File: src/rtl/fetch_mem_unit.sv
// fetch_mem_unit
// --------------
// Instruction fetch and load/store sequencer that sits between a simple
// datapath and a single-ported memory. It fetches the word at pc into ir,
// waits for the datapath to finish executing it, and then does one of
// three things: fetches the next instruction, performs one load or store,
// or halts.
//
// Optional feature: define FETCH_MEM_TIMEOUT_EN to add a memory wait
// watchdog. When FETCH or MEM has waited TIMEOUT consecutive cycles without
// mem_ready, the unit raises a sticky timeout_err and halts. Without the
// macro, FETCH and MEM wait forever and timeout_err is tied to 0.
//
// Ports
//   clk          rising-edge clock
//   reset        asynchronous, active-low reset
//   s            start/restart request (only honoured in IDLE and HALT)
//   mem_ready    memory accepted/completed the current command
//   read_data    memory read data, valid with mem_ready
//   exec_done    datapath finished the current instruction
//   exec_op      00 none, 01 load, 10 store, 11 halt (sampled with exec_done)
//   exec_addr    load/store address (sampled with exec_done)
//   exec_wdata   store data (sampled with exec_done)
//   pc_load      branch request (sampled with exec_done)
//   pc_target    branch target (sampled with exec_done)
//   mem_cmd      00 none, 01 read, 10 write
//   mem_addr     memory address
//   write_data   store data while mem_cmd is 10, otherwise 0
//   ir/ir_valid  instruction register and its one-cycle update pulse
//   load_data/load_valid  load result and its one-cycle update pulse
//   pc           program counter
//   w            1 while idle or halted
//   timeout_err  sticky memory wait timeout flag
module fetch_mem_unit #(
    parameter int DATA_W   = 16,
    parameter int ADDR_W   = 9,
    parameter int RESET_PC = 0,
    parameter int TIMEOUT  = 15
) (
    input  logic              clk,
    input  logic              reset,
    input  logic              s,
    input  logic              mem_ready,
    input  logic [DATA_W-1:0] read_data,
    input  logic              exec_done,
    input  logic [1:0]        exec_op,
    input  logic [ADDR_W-1:0] exec_addr,
    input  logic [DATA_W-1:0] exec_wdata,
    input  logic              pc_load,
    input  logic [ADDR_W-1:0] pc_target,
    output logic [1:0]        mem_cmd,
    output logic [ADDR_W-1:0] mem_addr,
    output logic [DATA_W-1:0] write_data,
    output logic [DATA_W-1:0] ir,
    output logic              ir_valid,
    output logic [DATA_W-1:0] load_data,
    output logic              load_valid,
    output logic [ADDR_W-1:0] pc,
    output logic              w,
    output logic              timeout_err
);

    typedef enum logic [2:0] {
        IDLE,
        FETCH,
        DECODE,
        MEM,
        HALT
    } state_t;

    localparam logic [1:0] OP_NONE  = 2'b00;
    localparam logic [1:0] OP_LOAD  = 2'b01;
    localparam logic [1:0] OP_STORE = 2'b10;
    localparam logic [1:0] OP_HALT  = 2'b11;

    state_t            state;
    logic [1:0]        mem_op;
    logic [ADDR_W-1:0] mem_addr_q;
    logic [DATA_W-1:0] mem_wdata_q;

`ifdef FETCH_MEM_TIMEOUT_EN
    localparam int CNT_W = (TIMEOUT > 1) ? $clog2(TIMEOUT + 1) : 1;
    logic [CNT_W-1:0] wait_cnt;
`else
    assign timeout_err = 1'b0;
`endif

    // Sequencer. Every output below is decoded purely from registered
    // state, so the memory interface never sees a combinational path from
    // the inputs. The valid pulses default low and are raised for exactly
    // the one cycle after the corresponding register update.
    always_ff @(posedge clk or negedge reset) begin
        if (!reset) begin
            state       <= IDLE;
            pc          <= ADDR_W'(RESET_PC);
            ir          <= '0;
            ir_valid    <= 1'b0;
            load_data   <= '0;
            load_valid  <= 1'b0;
            mem_op      <= OP_NONE;
            mem_addr_q  <= '0;
            mem_wdata_q <= '0;
`ifdef FETCH_MEM_TIMEOUT_EN
            wait_cnt    <= '0;
            timeout_err <= 1'b0;
`endif
        end else begin
            ir_valid   <= 1'b0;
            load_valid <= 1'b0;
`ifdef FETCH_MEM_TIMEOUT_EN
            wait_cnt   <= '0;
`endif
            case (state)
                IDLE, HALT: begin
                    // Restart from HALT keeps the current pc.
                    if (s) state <= FETCH;
                end
                FETCH: begin
                    if (mem_ready) begin
                        ir       <= read_data;
                        ir_valid <= 1'b1;
                        pc       <= pc + ADDR_W'(1);
                        state    <= DECODE;
                    end
`ifdef FETCH_MEM_TIMEOUT_EN
                    else if (wait_cnt == CNT_W'(TIMEOUT - 1)) begin
                        timeout_err <= 1'b1;
                        state       <= HALT;
                    end else begin
                        wait_cnt <= wait_cnt + CNT_W'(1);
                    end
`endif
                end
                DECODE: begin
                    if (exec_done) begin
                        if (pc_load) pc <= pc_target;
                        case (exec_op)
                            OP_NONE: state <= FETCH;
                            OP_HALT: state <= HALT;
                            default: begin
                                mem_op      <= exec_op;
                                mem_addr_q  <= exec_addr;
                                mem_wdata_q <= exec_wdata;
                                state       <= MEM;
                            end
                        endcase
                    end
                end
                MEM: begin
                    if (mem_ready) begin
                        if (mem_op == OP_LOAD) begin
                            load_data  <= read_data;
                            load_valid <= 1'b1;
                        end
                        state <= FETCH;
                    end
`ifdef FETCH_MEM_TIMEOUT_EN
                    else if (wait_cnt == CNT_W'(TIMEOUT - 1)) begin
                        timeout_err <= 1'b1;
                        state       <= HALT;
                    end else begin
                        wait_cnt <= wait_cnt + CNT_W'(1);
                    end
`endif
                end
                default: state <= IDLE;
            endcase
        end
    end

    // Memory-side decode: the command only exists in FETCH and MEM, and
    // store data is forced to zero whenever a write is not in progress.
    always_comb begin
        mem_cmd    = 2'b00;
        mem_addr   = pc;
        write_data = '0;
        case (state)
            FETCH: mem_cmd = 2'b01;
            MEM: begin
                mem_addr = mem_addr_q;
                if (mem_op == OP_STORE) begin
                    mem_cmd    = 2'b10;
                    write_data = mem_wdata_q;
                end else begin
                    mem_cmd = 2'b01;
                end
            end
            default: mem_cmd = 2'b00;
        endcase
    end

    assign w = (state == IDLE) || (state == HALT);

endmodule

File: config.mk
export PLATFORM = sky130hd
export DESIGN_NAME = fetch_mem_unit
export DESIGN_NICKNAME = d
export VERILOG_FILES = /design/src/rtl/fetch_mem_unit.sv
export SDC_FILE = /design/constraint.sdc
export NUM_CORES = 1
export LEC_CHECK = 0
export CAP_MARGIN = 15
export CORE_ASPECT_RATIO = 0.9
export CORE_MARGIN = 3
export CORE_UTILIZATION = 29
export CTS_BUF_LIST = sky130_fd_sc_hd__clkbuf_16
export DETAILED_ROUTE_END_ITERATION = 10
export GPL_ROUTABILITY_DRIVEN = 1
export PLACE_DENSITY = 0.55
export SLEW_MARGIN = 20
export SYNTH_ARGS = -nofsm -noshare
export SYNTH_HDL_FRONTEND = slang
export SYNTH_SLANG_ARGS = --single-unit
File: constraint.sdc
create_clock -name clk -period 4.6 [get_ports clk]
set_clock_uncertainty 0.15 [all_clocks]
set_input_delay 0.92 -clock clk [delete_from_list [all_inputs] [get_ports clk]]
set_output_delay 0.92 -clock clk [all_outputs]
set_load 0.01 [all_outputs]
Word level (Yosys, flattened, before mapping)
Index checks and enable logic that the tools add are counted.
{"block": "classes", "addsub": 1, "eq_ne": 12, "n_mux": 20, "n_bitwise": 1, "reduce_logical": 11}
{"operator": "two-way mux 9 bit", "n": 4}
{"operator": "two-way mux 16 bit", "n": 2}
{"operator": "one-hot mux 9 bit (2 select lines)", "n": 1}
{"operator": "two-way mux 3 bit", "n": 4}
{"operator": "one-hot mux 3 bit (4 select lines)", "n": 1}
{"operator": "inequality test 2 bit (second input constant)", "n": 5}
{"operator": "adder 9 x 1 -> 9 bit (second input constant)", "n": 1}
{"operator": "AND reduction 4 bit", "n": 2}
{"operator": "equality test 3 x 2 -> 1 bit (second input constant)", "n": 2}
{"operator": "one-hot mux 3 bit (2 select lines)", "n": 1}
{"operator": "AND reduction 3 bit", "n": 2}
{"operator": "two-way mux 1 bit", "n": 5}
{"operator": "equality test 2 bit (second input constant)", "n": 2}
{"operator": "one-hot mux 2 bit (2 select lines)", "n": 1}
{"operator": "OR reduction 2 bit", "n": 2}
{"operator": "equality test 3 x 1 -> 1 bit (second input constant)", "n": 1}
{"operator": "equality test 3 bit (second input constant)", "n": 1}
{"operator": "logical NOT 3 bit", "n": 1}
{"operator": "equality test 2 x 1 -> 1 bit (second input constant)", "n": 1}
{"operator": "logical NOT 2 bit", "n": 1}
{"operator": "two-way mux 2 bit", "n": 1}
{"operator": "AND reduction 2 bit", "n": 1}
{"operator": "nonzero test 2 bit", "n": 1}
{"operator": "logical OR 1 bit", "n": 1}
{"operator": "NOT 1 bit", "n": 1}
{"block": "word_totals", "ff_bits": 73}

Depth between registers and ports, before layout
{"block": "logic_depth", "depth_word": 4, "ltp_mapped": 7, "depth_no_buf": 5}

Worst setup path after synthesis
No wires, ideal clock.
{"block": "synth_path", "path_type": "reg-to-output", "start": "reg state[2]", "end": "out write_data[10]", "arrival_time_ps": 1409, "required_ps": 3530, "setup_slack_ps": 2121, "path_stages_with_launch": 8, "path_cell_list": "dfrtp_1 -> buf_6 -> nor2b_4 -> buf_6 -> nand2_4 -> nor3b_4 -> buf_4 -> and2_1"}
{"block": "synth_between", "elab_chain_cells": 2}
{"item": "start: declaration", "line": "76", "rtl": "state_t state;"}
{"item": "start signal: assignment", "line": "94", "rtl": "state <= IDLE;"}
{"item": "start signal: assignment", "line": "116", "rtl": "if (s) state <= FETCH;"}
{"item": "start signal: assignment", "line": "123", "rtl": "state <= DECODE;"}
{"item": "equality test 3 x 2 -> 1 bit", "line": "177", "rtl": "case (state)"}
{"item": "two-way mux 16 bit", "line": "177"}
{"item": "end: declaration", "line": "53", "rtl": "output logic [DATA_W-1:0] write_data,"}
Every way passes these cells.

Worst setup path in the final report
{"block": "layout_path", "start": "reg state[1]", "end": "out write_data[9]"}
The elaborated chain is that of the path after synthesis.

==> flow_metrics.py <==
metrics = {
    "logic_synthesis": {
        "ys_warn_count": 0,
        "synth_ff_type": "dfrtp_1",
        "async_flop_share": 1.00,
        "synth_cell_types": 37,
        "synth_area_um2": 3420,
        "yosysSeqAreaShare": 0.534,
        "synth-seq-cells": 73,
        "syn_inst": 251,
        "syn_area_per_cell_um2": 13.6,
        "synth_nets": 312,
        "synth_edf_count": 0,
    },
    "power_and_ir_drop": {
        "power_mw": 3.34,
        "leakagePower_nw": 2.22,
        "ir_drop_mv": 0.388,
        "power_density_nw_per_um2": 656,
    },
    "floorplan": {
        "ioPinCount": 130,
        "core.rowCount": 36,
        "initial_core_util": 0.306,
        "die_h_um": 109,
        "die_area_um2": 13100,
        "core_um2": 11200,
        "die_w_um": 120,
    },
    "layout": {
        "layout_commonest_cell": "clkdlybuf4s50_1",
        "final_nets": 436,
        "final_cell_mix": "clkdlybuf4s50_1, dfrtp_1, mux2_2",
        "regArea_um2": 1830,
        "multiInputGateArea_um2": 1440,
        "antennaDiodeCount": 0,
        "layout.cells.non_filler": 532,
        "area_growth_pct": 48.8,
        "fillers": 1073,
        "drive_gt1_frac": 0.234,
        "fin_area_um2": 5090,
    },
    "clock_tree": {
        "cts.sinks": 73,
        "cts-htree-levels": 3,
        "cts-root-buf": "clkbuf_16",
        "cts_hold_buffers": 0,
        "clock_latency_ns": 0.33,
        "cts-buffers-inserted": 9,
        "cts_tree": "yes",
        "postCtsSetupBuffers": 0,
        "cts_resized": 0,
        "cts_max_path_buffers": 2,
        "path_clk_slew_ns": 0.06,
    },
    "place": {
        "port_buffers": 128,
        "hpwl_um": 6120,
        "place.gp.congestion": 0.773,
        "dpl-instance-area_um2": 4750,
        "placed_cells": 516,
    },
    "setup_path": {
        "cp-end-kind": "primary output",
        "critical_path.max_fanout": 17,
        "critical_path_class": "flip-flop to primary output",
        "cpMaxStageDelayCell": "clkdlybuf4s50_1",
        "r2r_slack_ns": 2.36,
        "rr_startpoint": "state[0]",
        "reg2reg_to": "ir[4]",
        "cp.required_ns": 3.53,
        "worstSetupStartpointType": "flip-flop",
        "path_cells": "nor2b_4 > nand2_4 > nor3b_4 > and2_1 > clkdlybuf4s50_1",
        "cp_slowest_stage_delay_ns": 0.54,
        "reg2reg_depth": 3,
        "cp.arrival_ns": 2.52,
    },
    "timing": {
        "rsz0062_at_grt": "false",
        "setup_viol": 0,
        "setup-tns-final_ns": 0,
        "max_freq_mhz": 279,
        "hold_violations": 0,
        "period_share": 0.780,
        "period_minus_slack_ns": 3.59,
        "maxSlewHeadroom": 0.360,
        "drv_slew": 0,
        "tightest_slew_ns": 0.958,
    },
    "global_routing": {
        "grt_overflow_total": 0,
        "grt_pass1_vias": 2603,
        "grt_first_pass_wirelength_um": 14200,
        "antenna_found_initial": 0,
        "grt_max_degree": 74,
        "grt_use_total": 0.138,
    },
    "drt": {
        "wl_per_cell_um": 16.5,
        "drtPass1Iterations": 4,
        "antenna_left": 0,
        "dr.first_iter.drc_count": 165,
        "wirelength_um": 8770,
        "vias": 2477,
        "viasPerCell": 4.66,
        "drc": 0,
    },
    "run_status": {
        "run_status": "complete, no violations",
    },
    "worst_hold_path": {
        "hp-class": "flip-flop to flip-flop",
        "hold_path_end": "mem_wdata_q[5]",
        "hold_path.startpoint": "mem_wdata_q[5]",
        "holdPathStages": 1,
    },
    "job": {
        "drv_cap": 0,
    },
}
==> where the power goes <==
part           internal [mW]  switching [mW]  leakage [nW]
clock                  0.526           0.262         0.172
sequential             0.937           0.226         0.895
combinational          0.855           0.534          1.15
total                   2.32            1.02          2.22
==> worst max path at each step <==
stage / from / endpoint / slack [ns] / cells past startpoint
6_report: state[1] / write_data[9] / 1.01 / 5
5_1_grt: state[1] / write_data[0] / 0.78 / 5
4_1_cts: state[1] / write_data[9] / 0.95 / 5
3_5_place_dp: state[1] / write_data[9] / 1.32 / 5
3_3_place_gp: state[1] / write_data[0] / 1.41 / 5
2_1_floorplan: state[2] / write_data[10] / 2.12 / 7
==> critical path, delay by kind of cell (launching register included) <==
family | cells | cell delay, ns
buf+inv | 1 | 0.54
simple gates | 4 | 1.18
flops | 1 | 0.47
==> cell families after synthesis <==
group | Yosys count | share of synthesized area
multiplexers | 69 | 0.249
AND/OR/NAND/NOR | 51 | 0.101
buffers and inverters | 19 | 0.0443
other | 1 | 0.00110
AO/OA/AOI/OAI | 35 | 0.0604
adder cells (fa/ha/maj) | 3 | 0.0110
flip-flops | 73 | 0.534
==> per-stage QoR <==
stage | worst slack (ns) | hold WS [ns] | util
5_1_grt | 0.776 | 0.360 | 0.456
6_report | 1.01 | 0.347 | 0.456
2_1_floorplan | 2.12 | 0.320 | -
3_3_place_gp | 1.41 | 0.336 | 0.426
3_5_place_dp | 1.32 | 0.335 | 0.426
4_1_cts | 0.947 | 0.352 | 0.456
==> state kept, by name, indices dropped and copies added (netlist names) <==
name,cells
load_valid,1
pc,9
mem_op,2
state,3
load_data,16
ir,16
mem_wdata_q,16
mem_addr_q,9
ir_valid,1
==> cell type report <==
| type | instances | area share |
|---|---|---|
| repair buffers | 128 | 0.251 |
| multi-input cells | 159 | 0.283 |
| well taps | 152 | 0.0374 |
| inverters | 4 | 0.00295 |
| clock buffers | 9 | 0.0442 |
| clock inverters | 7 | 0.0219 |
| flip-flops and latches | 73 | 0.359 |
==> layer usage <==
metal,vias to the layer above,GRT usage,wire length (µm)
met2,120,0.201,3830
met4,0,0.0429,116
met1,1201,0.174,3670
met5,-,0,0
li1,1145,-,-
met3,11,0.0794,1150
==> synthesized netlist by cell type, types with 4 or more instances <==
library cell	number	area, µm²
nand4_1	4	25.0
o21ai_0	10	50.1
mux2_4	20	300
a21oi_1	13	65.1
buf_6	9	101
nor2_1	5	18.8
a2bb2oi_1	4	35.0
inv_1	4	15.0
nand2_1	10	37.5
dfrtp_1	73	1830
mux2_2	48	541
and2_1	16	100
Note: power is estimated with default switching activity, not from simulation.
